`config.mk`:
```
export PLATFORM = sky130hd
export DESIGN_NAME = control_unit
export DESIGN_NICKNAME = d
export VERILOG_FILES = /design/src/rtl/cpu_pkg.sv /design/src/rtl/instr_decode.sv /design/src/rtl/control_unit.sv
export SDC_FILE = /design/constraint.sdc
export NUM_CORES = 1
export LEC_CHECK = 0
export ABC_AREA = 1
export BUFFER_PORTS_ARGS = -buffer_cell sky130_fd_sc_hd__buf_2
export CORE_ASPECT_RATIO = 0.8
export CORE_MARGIN = 3
export CORE_UTILIZATION = 50
export CTS_CLUSTER_DIAMETER = 50
export DETAILED_ROUTE_END_ITERATION = 10
export PLACE_DENSITY = 0.77
export SLEW_MARGIN = 20
export SYNTH_ARGS = -nofsm -noshare
export SYNTH_HDL_FRONTEND = slang
export SYNTH_SLANG_ARGS = --single-unit
```
`constraint.sdc`:
```
create_clock -name clk -period 1.83 [get_ports clk]
set_input_delay 0.366 -clock clk [delete_from_list [all_inputs] [get_ports clk]]
set_output_delay 0.366 -clock clk [all_outputs]
set_load 0.01 [all_outputs]
```
`src/rtl/cpu_pkg.sv`:
```
// Shared types and constants for the control unit and its decoder.
package cpu_pkg;

  localparam int WORD_W = 16;
  localparam int REG_W  = 4;
  localparam int OPC_W  = 4;

  typedef logic [WORD_W-1:0] word_t;
  typedef logic [REG_W-1:0]  reg_idx_t;
  typedef logic [OPC_W-1:0]  opcode_t;

  localparam opcode_t OP_NOP  = 4'h0;
  localparam opcode_t OP_ADD  = 4'h1;
  localparam opcode_t OP_SUB  = 4'h2;
  localparam opcode_t OP_AND  = 4'h3;
  localparam opcode_t OP_OR   = 4'h4;
  localparam opcode_t OP_XOR  = 4'h5;
  localparam opcode_t OP_SHL  = 4'h6;
  localparam opcode_t OP_SHR  = 4'h7;
  localparam opcode_t OP_SLT  = 4'h8;
  localparam opcode_t OP_SLTU = 4'h9;
  localparam opcode_t OP_EQ   = 4'hA;
  localparam opcode_t OP_JZ   = 4'hB;
  localparam opcode_t OP_HALT = 4'hF;

  typedef enum logic [2:0] {
    ST_IDLE,
    ST_FETCH,
    ST_DECODE,
    ST_EXECUTE,
    ST_WRITEBACK,
    ST_HALT
  } state_t;

endpackage

```
`src/rtl/instr_decode.sv`:
```
// Purely combinational opcode classifier for the instruction register.
module instr_decode
  import cpu_pkg::*;
(
  input  word_t   ir,
  output opcode_t alu_op,
  output logic    is_alu,
  output logic    is_jz,
  output logic    is_halt,
  output logic    is_nop,
  output logic    is_illegal
);

  opcode_t opc;
  logic    unused_operands;

  assign opc             = ir[15:12];
  assign unused_operands = ^ir[11:0];

  // Classify the opcode; exactly one class flag is high for any ir.
  always_comb begin
    alu_op     = opc;
    is_alu     = 1'b0;
    is_jz      = 1'b0;
    is_halt    = 1'b0;
    is_nop     = 1'b0;
    is_illegal = 1'b0;
    if (opc == OP_NOP)                          is_nop     = 1'b1;
    else if (opc >= OP_ADD && opc <= OP_EQ)     is_alu     = 1'b1;
    else if (opc == OP_JZ)                      is_jz      = 1'b1;
    else if (opc == OP_HALT)                    is_halt    = 1'b1;
    else                                        is_illegal = 1'b1;
  end

endmodule

```
`src/rtl/control_unit.sv`:
```
// Multi-cycle fetch/decode/execute/writeback sequencer.
// All outputs come from registered state and ir, never from instr_valid
// or alu_zero, so an async reset clears every output immediately.
module control_unit
  import cpu_pkg::*;
(
  input  logic     clk,
  input  logic     rst_n,
  input  logic     start,
  output logic     instr_req,
  output word_t    instr_addr,
  input  logic     instr_valid,
  input  word_t    instr_data,
  output reg_idx_t rs1_addr,
  output reg_idx_t rs2_addr,
  output opcode_t  alu_op,
  output logic     alu_enable,
  input  logic     alu_zero,
  output logic     rf_we,
  output reg_idx_t rf_waddr,
  output logic     halted,
  output logic     illegal
);

  state_t  state, state_nxt;
  word_t   pc;
  word_t   ir;
  logic    zero_flag;

  opcode_t dec_op;
  logic    is_alu, is_jz, is_halt, is_nop, is_illegal;

  instr_decode u_dec (
    .ir         (ir),
    .alu_op     (dec_op),
    .is_alu     (is_alu),
    .is_jz      (is_jz),
    .is_halt    (is_halt),
    .is_nop     (is_nop),
    .is_illegal (is_illegal)
  );

  // State register.
  always_ff @(posedge clk or negedge rst_n) begin
    if (!rst_n) state <= ST_IDLE;
    else        state <= state_nxt;
  end

  // Next-state logic; FETCH waits indefinitely, HALT is terminal.
  always_comb begin
    state_nxt = state;
    case (state)
      ST_IDLE:      if (start) state_nxt = ST_FETCH;
      ST_FETCH:     if (instr_valid) state_nxt = ST_DECODE;
      ST_DECODE: begin
        if (is_alu)       state_nxt = ST_EXECUTE;
        else if (is_halt) state_nxt = ST_HALT;
        else              state_nxt = ST_FETCH;
      end
      ST_EXECUTE:   state_nxt = ST_WRITEBACK;
      ST_WRITEBACK: state_nxt = ST_FETCH;
      ST_HALT:      state_nxt = ST_HALT;
      default:      state_nxt = ST_IDLE;
    endcase
  end

  // Datapath registers: pc, instruction register, zero flag.
  // pc wraps naturally at 16 bits; only ALU ops touch zero_flag.
  always_ff @(posedge clk or negedge rst_n) begin
    if (!rst_n) begin
      pc        <= '0;
      ir        <= '0;
      zero_flag <= 1'b0;
    end else begin
      case (state)
        ST_IDLE:      if (start) pc <= '0;
        ST_FETCH:     if (instr_valid) ir <= instr_data;
        ST_DECODE: begin
          if (is_jz)                   pc <= zero_flag ? {8'h00, ir[7:0]} : pc + 16'd1;
          else if (is_nop || is_illegal) pc <= pc + 16'd1;
        end
        ST_EXECUTE:   zero_flag <= alu_zero;
        ST_WRITEBACK: pc <= pc + 16'd1;
        default:      ;
      endcase
    end
  end

  // Output decode from registered state and ir.
  always_comb begin
    instr_req  = (state == ST_FETCH);
    instr_addr = pc;
    rs1_addr   = ir[7:4];
    rs2_addr   = ir[3:0];
    alu_enable = (state == ST_EXECUTE);
    alu_op     = (state == ST_EXECUTE) ? dec_op : OP_NOP;
    rf_we      = (state == ST_WRITEBACK);
    rf_waddr   = ir[11:8];
    halted     = (state == ST_HALT);
    illegal    = (state == ST_DECODE) && is_illegal;
  end

endmodule

```
==> Word-level counts from Yosys, hierarchy flattened <==
Cells that the tools add are included.
{ "word_totals": {"wordCells": 51, "regBits": 36, "output_inout_bits": 37} }
{ "op_classes": {"n_lt_le_gt_ge": 2, "add_sub_neg": 1, "n_eq_ne": 10, "muxes": 25, "reduce_logical": 9} }
{ "op_table": {"columns": ["op", "count"], "rows": [
  ["$mux W16", 4],
  ["$pmux W16 S3", 1],
  ["$pmux W3 S6", 1],
  ["$add A16 B1 Y16 const B", 1],
  ["$mux W1", 14],
  ["$mux W3", 4],
  ["$eq A4 B4 Y1 const B", 2],
  ["$eq A3 B2 Y1 const B", 2],
  ["$eq A3 B3 Y1 const B", 2],
  ["$ge A4 B1 Y1 const B", 1],
  ["$le A4 B4 Y1 const B", 1],
  ["$logic_not A4 Y1", 1],
  ["$mux W4", 1],
  ["$reduce_and A2 Y1", 2],
  ["$eq A3 B1 Y1 const B", 1],
  ["$logic_not A3 Y1", 1],
  ["$ne A3 B3 Y1 const B", 1],
  ["$reduce_and A3 Y1", 1],
  ["$reduce_bool A3 Y1", 1],
  ["$logic_and A1 B1 Y1", 2],
  ["$ne A2 B1 Y1 const B", 1],
  ["$ne A2 B2 Y1 const B", 1],
  ["$logic_or A1 B1 Y1", 1]
]} }

==> Depth between registers and ports, before layout <==
Gate-level depths: netlist of run 1.
{ "depth": {"word_depth": 9, "depth_mapped": 10} }

==> Cells and area by module <==
Synthesis of run 1 repeated with hierarchy kept, for this count alone.
{ "unflattened": {"hier_cells": 239, "hier_area_um2": 2105.8} }
{ "by_module_without_submodules": {"columns": ["mod", "area_per_inst_um2", "seq_area_each_um2", "cells_each", "instances"], "rows": [
  ["control_unit", 2024.4, 900.9, 222, 1],
  ["instr_decode", 81.3, 0.0, 17, 1]
]} }

==> Worst setup path before layout of run 1 <==
Ideal clock, no wire load.
{ "synth_timing": {"path_type": "register to output", "startpoint": "register state[2]", "endpoint": "output alu_op[0]", "t_arrival_ps": 1214, "slack_ps": 250, "n_path_buf": 0, "stages_incl_launch_ff": 6, "path_cell_list": "dfrtp_1 -> nor2_2 -> inv_1 -> nor2_1 -> inv_1 -> nor2_1"} }
{ "synth_via": {"elab_chain_cells": 2} }
{ "synth_lines": {"columns": ["element", "line", "text"], "rows": [
  ["from (decl)", "control_unit.sv:25", "state_t state, state_nxt;"],
  ["from (signal assigned)", "control_unit.sv:46", "else state <= state_nxt;"],
  ["$eq A3 B2 Y1", null, null],
  ["via alu_enable", "control_unit.sv:17", "output logic alu_enable,"],
  ["$mux W4", "control_unit.sv:96", "alu_op = (state == ST_EXECUTE) ? dec_op : OP_NOP;"],
  ["to (decl)", "control_unit.sv:16", "output opcode_t alu_op,"]
]} }
The timed path passes the listed nets, and every way through them passes these cells.

==> Final worst setup path of run 1 <==
{ "layout_timing": {"startpoint": "register state[2]", "endpoint": "output illegal"} }
{ "layout_via": {"elab_chain_cells": 2} }
{ "layout_lines": {"columns": ["element", "line", "text"], "rows": [
  ["$eq A3 B2 Y1", "control_unit.sv:100", "illegal = (state == ST_DECODE) && is_illegal;"],
  ["$logic_and A1 B1 Y1", "control_unit.sv:100", null],
  ["to (decl)", "control_unit.sv:22", "output logic illegal"]
]} }
Every way passes these cells.

==> flow_metrics.py, run 1 <==
metrics = {
    "sta": {
        "slew-limit-headroom_pct": 69.4,
        "finClkSkew_ns": 0.00262,
        "hold_violations": 0,
        "maxSlewViolCount": 0,
        "period_minus_slack_ns": 1.75,
        "whs_ns": 0.0997,
        "finalSetupViolCount": 0,
        "tightest_slew_ns": 0.458,
        "fmax_mhz": 572,
        "period_share_pct": 95.6,
    },
    "die": {
        "die-area_um2": 4910,
        "die_w_um": 77.6,
        "die_y_um": 63.3,
        "start_util_pct": 52.9,
        "rows": 20,
        "core_area_um2": 3880,
        "num_io_pins": 58,
    },
    "global_route": {
        "grt_pass1_vias": 1897,
        "gr-total-overflow": 0,
        "grt_pass1_wl_um": 8230,
        "antenna_found_initial": 0,
        "grt_start_max_net_pins": 37,
        "grt_usage_pct": 20.8,
    },
    "finish": {
        "nFillCells": 353,
        "drive_gt1_share_pct": 32.8,
        "stdcell_count": 381,
        "seq_area_um2": 902,
        "multi_input_area_um2": 997,
        "fin_nets": 347,
        "syn2layout_area_growth_pct": 25.4,
        "antenna_cells": 0,
    },
    "clock_network": {
        "cts_buffer_depth": 2,
        "cts_tree": "built",
        "cts_root_buffer": "clkbuf_8",
        "clk_latency_ns": 0.29,
        "cts_buffers": 5,
        "clkTransAtPathRegs_ns": 0.07,
        "cts_sinks": 36,
        "cts_max_level": 2,
    },
    "setup_path": {
        "cp-start-kind": "flop",
        "r2r_slack_ns": 0.16,
        "cp_max_fo": 4,
        "timing.rr.end": "instr_addr[14]$_DFFE_PN0P_",
        "rr_startpoint": "instr_addr[1]$_DFFE_PN0P_",
        "worstSetupPathType": "flop to output port",
        "reg2regPathDepth": 9,
        "cp_data_arrival_time_ns": 1.38,
        "crit_path_end_kind": "output port",
        "critical_path_required_ns": 1.46,
    },
    "synthesis": {
        "netlist_area_um2": 2050,
        "yosys_warnings": 0,
        "synth_edf_count": 0,
        "synth_top_area_share_pct": 43.9,
        "avgSynthCellArea_um2": 7.98,
        "synth_xor_xnor_area_share_pct": 2.13,
        "ys.flop_type": "dfrtp_1",
        "synthTopCellsByCount": "nand2_1, dfrtp_1, inv_1",
        "synthSimpleGateAreaFrac_pct": 29.3,
        "synthesis.nets": 279,
        "postSynthCellCount": 257,
        "synth_top_cell_by_area": "dfrtp_1",
        "yosysSeqAreaShare_pct": 43.9,
        "synth_fa_ha_area_share_pct": 0.610,
        "muxShareOfSynthArea_pct": 6.59,
        "synth_seq_cells": 36,
        "yosysMostFrequentCell": "nand2_1",
        "async_reset_ff_share_pct": 100,
        "synth_top_family_by_area": "simple AND/OR/NAND/NOR gates",
        "synth_compound_area_share_pct": 8.96,
        "ys_types": 31,
        "synth_area_leaders": "dfrtp_1, nand2_1, inv_1, mux2_2, nor2_1",
    },
    "route": {
        "drt_iter0_markers": 120,
        "antenna_left": 0,
        "finalWirelength_um": 4670,
        "via_per_inst": 5.04,
        "dr.pass1.iters": 4,
        "wl_per_cell_um": 12.3,
        "dr_total_vias": 1922,
        "drc": 0,
    },
    "power": {
        "p_sw_share_pct": 40.4,
        "p_total_mw": 3.42,
        "powerDensity_nw_per_um2": 1330,
        "p_switching_mw": 1.38,
        "seqPwrFrac_pct": 35.3,
        "comb_power_share_pct": 44.6,
        "ir_drop_mv": 0.904,
        "power.leakage_nw": 1.31,
        "clockPowerShare_pct": 20.2,
        "internal-power_mw": 2.04,
    },
    "run_status": {
        "status": "finished clean",
    },
    "placement": {
        "post-place-cells": 369,
        "place_hpwl_um": 3470,
        "port_buffers": 57,
        "place_congestion": 0.821,
    },
    "job": {
        "max_cap_viol_count": 0,
    },
    "worst_hold_path": {
        "hold_path.class": "input pin to async pin",
    },
}
[metal layers]
metal,track usage [%],up-vias,wire length (µm),share of wire (%)
met5,0,-,0,0
met4,5.11,0,17,0.36
met3,6.00,4,302,6.5
met2,34.6,68,2270,48
met1,26.8,886,2090,45
li1,-,964,-,-
[critical path: stages (launching register included)]
cell and delay, ns:
dfrtp_2 0.45, buf_12 0.14, nor3_4 0.13, inv_2 0.09
nor3_2 0.14, buf_2 0.14
[kinds of logic after synthesis]
kind of cell,count (synthesis)
adder cells (fa/ha/maj),1
multiplexers,12
buffers and inverters,41
AND/OR/NAND/NOR,133
flip-flops,36
AO/OA/AOI/OAI,29
XOR/XNOR,5
[cell type report]
cell class | instances | share of cell area [%]
tap | 55 | 2.68
inverter | 37 | 5.40
timing repair buffer | 65 | 13.9
multi-input combinational | 180 | 38.8
sequential | 36 | 35.1
clock inverter | 2 | 1.36
clock buffer | 6 | 2.82
[registers in the layout, indices dropped and copies added (netlist names)]
signal,flops
zero_flag,1
ir,16
state,3
instr_addr,16
[layout by cell type, fill, tap and decap left out, types with 2 or more instances in the layout]
cell type / netlist / routed
o211ai_1: 2 / 2
buf_4: 1 / 7
clkbuf_8: 0 / 5
o21ai_0: 13 / 13
inv_2: 1 / 4
nor2_4: 1 / 3
xor2_1: 5 / 5
nand3_1: 17 / 17
nand2_2: 5 / 5
dfrtp_1: 36 / 35
nor3_1: 3 / 2
a21oi_1: 5 / 5
nand3b_1: 2 / 2
nor2_2: 4 / 4
buf_2: 1 / 57
nor3_2: 2 / 3
o2111ai_1: 2 / 2
nand4_1: 6 / 6
nand2_1: 68 / 68
nor2_1: 24 / 22
inv_1: 36 / 33
mux2_2: 12 / 12
[repair_timing]
item	in CTS	in global routing
setup buffers	2	2
pin swaps	1	0
resized for setup	3	6
hold buffers	0	0
setup endpoints to repair	5	5
cloned	0	0
[through the flow]
step                instance area, µm²  utilization [%]  setup TNS, ns  setup WS (ns)
floorplan                         2050                -              0          0.250
global route                      2570             66.3       -0.00487       -0.00487
global placement                  2400             61.9              0          0.206
finish                            2570             66.3              0         0.0810
CTS                               2530             65.3              0         0.0140
detailed placement                2400             61.9              0          0.184
[worst max path at each step]
stage	from	to	slack [ns]	cells past startpoint
after detailed placement	instr_addr[0]$_DFFE_PN0P_	instr_addr[14]$_DFFE_PN0P_	0.18	9
final	state[2]$_DFFE_PN0P_	illegal	0.08	5
after CTS	state[2]$_DFFE_PN0P_	alu_op[2]	0.01	6
after floorplan	state[2]$_DFFE_PN0P_	alu_op[0]	0.25	5
after global routing	state[2]$_DFFE_PN0P_	illegal	-0.005	5
after global placement	state[2]$_DFFE_PN0P_	illegal	0.21	4
[power by group through the flow]
stage          Combinational [mW]  Clock, mW  Sequential, mW
3_3_place_gp                 1.38          0            1.21
5_1_grt                      1.69      0.741            1.25
6_report                     1.52      0.689            1.21
4_1_cts                      1.47      0.708            1.21
2_1_floorplan               0.910          0            1.28
3_5_place_dp                 1.41          0            1.23
Note: power is estimated with default switching activity, not from simulation.
==> run 2, diff against run 1 <==
Settings changed: ABC_AREA 1 to not set.
==> run 2 against run 1 <==
The flow now finishes with violations (negative setup slack). Clock skew up 0.0025 ns. Fmax fell by 6.1%. Sequential power up 5%. Critical path depth unchanged. Die area rose by 3.7%. Sequential cell count unchanged. Hold slack better by 0.018 ns. First-iteration DRC count grew 57%. Synthesized cell count shrank 23%. Wire length is 14% higher. Utilization up 6.5 points. Clock power shrank 20%. Largest cell class unchanged. Largest power group unchanged.
==> flow_metrics.py, run 2 <==
metrics = {
    "setup_path": {
        "worstPathCellList": "or4_4, o21a_4, bufbuf_16, a221oi_4, o22ai_2",
        "crit_path_end_kind": "flop",
        "cp_max_fo": 8,
        "cp_data_arrival_time_ns": 2.02,
        "cp-start-kind": "flop",
        "timing.rr.end": "instr_addr[2]$_DFFE_PN0P_",
        "reg2regPathDepth": 5,
        "worstSetupPathType": "flop to flop",
        "r2r_slack_ns": -0.03,
        "crit_path_max_incr_delay_ns": 0.54,
        "critical_path_required_ns": 1.99,
        "crit_slowest_cell": "or4_4",
        "rr_startpoint": "ir[12]$_DFFE_PN0P_",
    },
    "route": {
        "via_per_inst": 5.81,
        "dr_total_vias": 1924,
        "antenna_left": 0,
        "dr.pass1.iters": 4,
        "wl_per_cell_um": 16.1,
        "drc": 0,
        "finalWirelength_um": 5320,
        "drt_iter0_markers": 189,
    },
    "synthesis": {
        "synth_top_area_share_pct": 42.2,
        "avgSynthCellArea_um2": 10.8,
        "ys_types": 53,
        "netlist_area_um2": 2140,
        "postSynthCellCount": 197,
        "yosys_warnings": 0,
        "synthTopCellsByCount": "dfrtp_1, mux2_2, inv_1",
        "async_reset_ff_share_pct": 100,
        "synth_area_leaders": "dfrtp_1, mux2_2, a221oi_1, a2111oi_2, mux2i_1",
        "synth_top_cell_by_area": "dfrtp_1",
        "ys.flop_type": "dfrtp_1",
        "yosysMostFrequentCell": "dfrtp_1",
        "synthesis.nets": 219,
        "synth_edf_count": 0,
        "yosysSeqAreaShare_pct": 42.2,
        "synth_seq_cells": 36,
    },
    "worst_hold_path": {
        "hold_path.class": "input pin to async pin",
    },
    "sta": {
        "finClkSkew_ns": 0.00508,
        "setup_ws_ns": -0.0326,
        "period_share_pct": 102,
        "maxSlewViolCount": 0,
        "rsz0062_at_grt": "yes",
        "fmax_mhz": 537,
        "period_minus_slack_ns": 1.86,
        "hold_violations": 0,
        "finalSetupViolCount": 12,
        "tightest_slew_ns": 0.488,
        "slew-limit-headroom_pct": 67.5,
    },
    "finish": {
        "nFillCells": 301,
        "drive_gt1_share_pct": 50.0,
        "final_cell_mix": "buf_2, dfrtp_1, buf_4, mux2_2, inv_1",
        "syn2layout_area_growth_pct": 34.9,
        "multi_input_area_um2": 1200,
        "seq_area_um2": 905,
        "antenna_cells": 0,
        "mostFrequentLayoutCell": "buf_2",
        "fin_nets": 297,
    },
    "die": {
        "die_y_um": 64.5,
        "num_io_pins": 58,
        "die-area_um2": 5100,
        "start_util_pct": 54.0,
        "rows": 20,
        "core_area_um2": 3950,
        "die_w_um": 79.1,
    },
    "power": {
        "internal-power_mw": 2.66,
        "comb_power_share_pct": 59.8,
        "power.leakage_nw": 1.27,
        "powerDensity_nw_per_um2": 1570,
        "p_total_mw": 4.53,
        "p_sw_share_pct": 41.4,
        "ir_drop_mv": 1.04,
        "seqPwrFrac_pct": 28.0,
        "p_switching_mw": 1.87,
        "clockPowerShare_pct": 12.2,
    },
    "placement": {
        "place_congestion": 0.895,
        "port_buffers": 57,
        "dp_slack_ns": -0.0392,
        "place_hpwl_um": 3540,
    },
    "clock_network": {
        "cts_sinks": 36,
        "clk_latency_ns": 0.28,
        "cts_tree": "built",
        "cts_root_buffer": "clkbuf_8",
        "cts_buffer_depth": 2,
        "clkTransAtPathRegs_ns": 0.07,
        "cts_max_level": 2,
        "cts_buffers": 5,
    },
    "run_status": {
        "violations": "negative setup slack",
        "status": "finished with violations",
    },
    "global_route": {
        "antenna_found_initial": 0,
        "grt_pass1_vias": 1825,
        "grt_start_max_net_pins": 37,
        "grt_usage_pct": 21.9,
        "gr-total-overflow": 0,
        "grt_pass1_wl_um": 8810,
    },
    "job": {
        "max_cap_viol_count": 0,
    },
}
-- run 2: cell types whose count changed after synthesis, moves of 5 or more --
cell,change
nand2_1,-60
inv_1,-24
nor2_1,-20
nand3_1,-10
a221oi_1,+9
o21ai_0,-7
o21bai_1,+6
o22ai_1,+6
a2111oi_2,+5
and2_1,+5
clkbuf_1,+5
mux2i_1,+5
nand2_2,-5
xor2_1,-5
-- run 2: logic make-up (layout without fill, tap and decap cells) --
kind of cell,count (synthesis),count (layout),synth area share (%)
AOI/OAI and AO/OA,57,57,22.2
DFF,36,36,42.2
muxes,24,24,12.7
and+or+nand+nor,49,49,14.9
buffers and inverters,29,108,6.97
adders and majority gates,1,1,0.586
xor gates and xnor gates,1,1,0.410
-- run 2: metal layers --
layer / part of all wire [%] / track usage (%)
met4: 1.4 / 6.44
met1: 45 / 31.7
met3: 9.0 / 5.56
met2: 45 / 32.1
met5: 0 / 0
-- run 2: worst max path at each step --
stage,startpoint,to,slack [ns],cells after the start
floorplan,ir[14]$_DFFE_PN0P_,instr_addr[0]$_DFFE_PN0P_,-0.06,7
global placement,ir[13]$_DFFE_PN0P_,instr_addr[10]$_DFFE_PN0P_,0.002,5
detailed placement,ir[13]$_DFFE_PN0P_,instr_addr[9]$_DFFE_PN0P_,-0.04,5
CTS,state[0]$_DFFE_PN0P_,illegal,-0.04,3
global route,state[0]$_DFFE_PN0P_,alu_op[2],-0.10,4
finish,ir[12]$_DFFE_PN0P_,instr_addr[2]$_DFFE_PN0P_,-0.03,5
-- run 2: power groups by stage --
stage	Combinational, mW	Clock, mW	Sequential, mW
6_report	2.71	0.553	1.27
3_3_place_gp	2.18	0	1.27
2_1_floorplan	1.47	0	1.27
5_1_grt	2.92	0.605	1.30
3_5_place_dp	2.20	0	1.28
4_1_cts	2.43	0.571	1.26
-- run 2: through the flow --
stage          std cells  hold WS, ns  setup TNS (ns)  util [%]  instance area (µm²)
2_1_floorplan        197       0.0704          -0.126         -                 2140
4_1_cts              324        0.126          -0.183      69.7                 2760
6_report             331        0.118          -0.146      72.8                 2880
3_5_place_dp         314        0.434          -0.146      65.2                 2580
3_3_place_gp         314        0.437               0      65.2                 2580
5_1_grt              331        0.153           -1.18      72.8                 2880
-- run 2: layout make-up --
type / count / share of cell area [%]
multi-input combinational: 132 / 41.7
timing repair buffer: 87 / 19.7
tap: 55 / 2.39
clock inverter: 3 / 0.652
clock buffer: 5 / 2.39
sequential: 36 / 31.4
inverter: 13 / 1.82
-- run 2: repair_timing --
item                       4_1_cts  5_1_grt
pin swaps                        2        8
setup endpoints to repair       10       21
gates cloned                     1        0
setup buffers                    1        7
hold buffers                     0        0
gates resized for setup         10       12
-- run 2: critical path, delay by kind of cell, from the launching register on --
family                 cells  cell delay [ns]
DFF                        1             0.38
buffers and inverters      1             0.27
AOI/OAI and AO/OA          3             0.55
and+or+nand+nor            1             0.54
==> run 3, diff against run 2 <==
Settings changed: CORE_UTILIZATION 50 to 40, PLACE_DENSITY 0.77 to not set.
==> run 3 against run 2 <==
The flow still finishes with violations (negative setup slack). Power increased by 1.6%. First-iteration DRC count down 65%. Hold slack worse by 0.097 ns. Wire length is 2.8% higher. Clock power increased by 6.3%. Cell area up 2.1%. Fmax fell by 0.38%. Sequential cell count unchanged. Combinational power grew 3%. Global-route usage fell by 3.9 points. Largest power group unchanged.
==> flow_metrics.py, run 3 (same netlist as run 2, synthesis figures left out) <==
metrics = {
    "run_status": {
        "status": "finished with violations",
        "violations": "negative setup slack",
    },
    "placement": {
        "port_buffers": 57,
        "dp_slack_ns": -0.0475,
        "place_congestion": 0.778,
        "post-place-cells": 324,
        "place_hpwl_um": 3810,
        "placed_cell_area_um2": 2630,
    },
    "setup_path": {
        "cp_max_fo": 9,
        "cp-start-kind": "flop",
        "critPathTopFamily": "compound AO/OA/AOI/OAI gates",
        "crit_path_end_kind": "flop",
        "cp_num_buf_inv": 1,
        "crit_slowest_cell": "or4_4",
        "crit_path_max_incr_delay_ns": 0.54,
        "critical_path_required_ns": 2.04,
        "cp_data_arrival_time_ns": 2.08,
        "worstSetupPathType": "flop to flop",
        "worstPathCellList": "or4_4, o21a_4, bufbuf_16, a2111o_1, o21ai_1",
    },
    "sta": {
        "slew-limit-headroom_pct": 68.7,
        "fmax_mhz": 535,
        "maxSlewViolCount": 0,
        "rsz0062_at_grt": "yes",
        "finalSetupViolCount": 6,
        "hold_violations": 0,
        "period_share_pct": 102,
        "period_minus_slack_ns": 1.87,
        "finClkSkew_ns": 0.00596,
        "setup_ws_ns": -0.0397,
        "tightest_slew_ns": 0.470,
        "tns_ns": -0.142,
    },
    "route": {
        "wl_met2_um": 2400,
        "antenna_left": 0,
        "dr_total_vias": 1925,
        "drt_iter0_markers": 67,
        "via_per_inst": 5.70,
        "drc": 0,
        "met1_length_um": 2670,
        "wl_per_cell_um": 16.2,
        "dr.pass1.iters": 5,
        "wl_met3_um": 361,
        "finalWirelength_um": 5470,
        "top_layer": "met4",
    },
    "power": {
        "p_switching_mw": 1.87,
        "ir_drop_mv": 0.862,
        "internal-power_mw": 2.73,
        "power.leakage_nw": 1.28,
        "p_sw_share_pct": 40.6,
        "seqPwrFrac_pct": 26.8,
        "powerDensity_nw_per_um2": 1560,
        "clockPowerShare_pct": 12.8,
        "comb_power_share_pct": 60.4,
    },
    "clock_network": {
        "clk_latency_ns": 0.29,
        "cts_tree": "built",
        "clkTransAtPathRegs_ns": 0.08,
        "cts_root_buffer": "clkbuf_8",
        "cts_sinks": 36,
        "cts_buffers": 5,
        "cts_max_level": 2,
        "cts_buffer_depth": 2,
    },
    "finish": {
        "drive_gt1_share_pct": 50.4,
        "multi_input_area_um2": 1220,
        "nFillCells": 449,
        "syn2layout_area_growth_pct": 37.7,
        "mostFrequentLayoutCell": "buf_2",
        "stdcell_area_um2": 2940,
        "final_cell_mix": "buf_2, dfrtp_1, buf_4, mux2_2, inv_1",
        "fin_nets": 297,
        "antenna_cells": 0,
        "stdcell_count": 338,
        "seq_area_um2": 905,
    },
    "global_route": {
        "gr-total-overflow": 0,
        "grt_pass1_vias": 1833,
        "grt_pass1_wl_um": 8790,
        "grt_usage_pct": 18.0,
        "grt_start_max_net_pins": 21,
        "antenna_found_initial": 0,
    },
    "die": {
        "die_y_um": 71.4,
        "start_util_pct": 41.9,
        "die-area_um2": 6260,
        "num_io_pins": 58,
        "die_w_um": 87.7,
        "rows": 23,
        "core_area_um2": 5090,
    },
    "job": {
        "max_cap_viol_count": 0,
    },
    "worst_hold_path": {
        "hold_path.class": "input pin to async pin",
    },
}
## run 3: cell types whose count changed in the layout (fill, tap and decap cells not counted), sizes merged
cell,before,now
clkbuf,5,6
clkinv,3,2
## run 3: worst paths after layout
kind / cells past startpoint / endpoint / startpoint / slack, ns
setup / recovery: 5 / instr_addr[8]$_DFFE_PN0P_ / ir[14]$_DFFE_PN0P_ / -0.04
hold / removal: 1 / instr_addr[13]$_DFFE_PN0P_ / rst_n / 0.02
setup reg to reg: 5 / instr_addr[8]$_DFFE_PN0P_ / ir[14]$_DFFE_PN0P_ / -0.04
hold reg to reg: 1 / ir[10]$_DFFE_PN0P_ / ir[10]$_DFFE_PN0P_ / 0.49
max in group asynchronous: 2 / instr_addr[1]$_DFFE_PN0P_ / rst_n / 1.30
min in group clk: 2 / ir[10]$_DFFE_PN0P_ / instr_data[10] / 0.29
## run 3: cell type report
type                    instances  share of cell area, %
flip-flops and latches         36                   30.8
well taps                      62                   2.64
multi-input cells             132                   41.6
clock buffers                   6                   2.81
inverters                      13                   1.79
repair buffers                 87                   20.0
clock inverters                 2                  0.340
## run 3: per-layer routing
layer | GRT usage [%] | vias to the layer above
li1 | - | 911
met1 | 25.8 | 947
met2 | 26.3 | 62
met3 | 5.75 | 5
met4 | 4.43 | 0
met5 | 0 | -
## run 3: power by group through the flow
stage | clock network [mW] | registers (mW) | logic, mW
6_report | 0.588 | 1.23 | 2.78
5_1_grt | 0.640 | 1.26 | 2.98
4_1_cts | 0.615 | 1.23 | 2.71
3_5_place_dp | 0 | 1.27 | 2.29
3_3_place_gp | 0 | 1.26 | 2.29
2_1_floorplan | 0 | 1.27 | 1.47
## run 3: metrics by stage
step	power (mW)	hold WS, ns	utilization [%]
4_1_cts	4.56	0.0347	57.0
3_5_place_dp	3.56	0.351	51.7
2_1_floorplan	2.74	0.0704	-
3_3_place_gp	3.55	0.353	51.7
5_1_grt	4.88	0.0541	57.7
6_report	4.60	0.0213	57.7
## run 3: repair_timing
action                                  CTS  global route
endpoints found under the setup margin   18            21
hold buffers                              0             0
cloned                                    1             0
gates resized for setup                  19             5
pin swaps                                 1             5
buffers inserted                          4             1
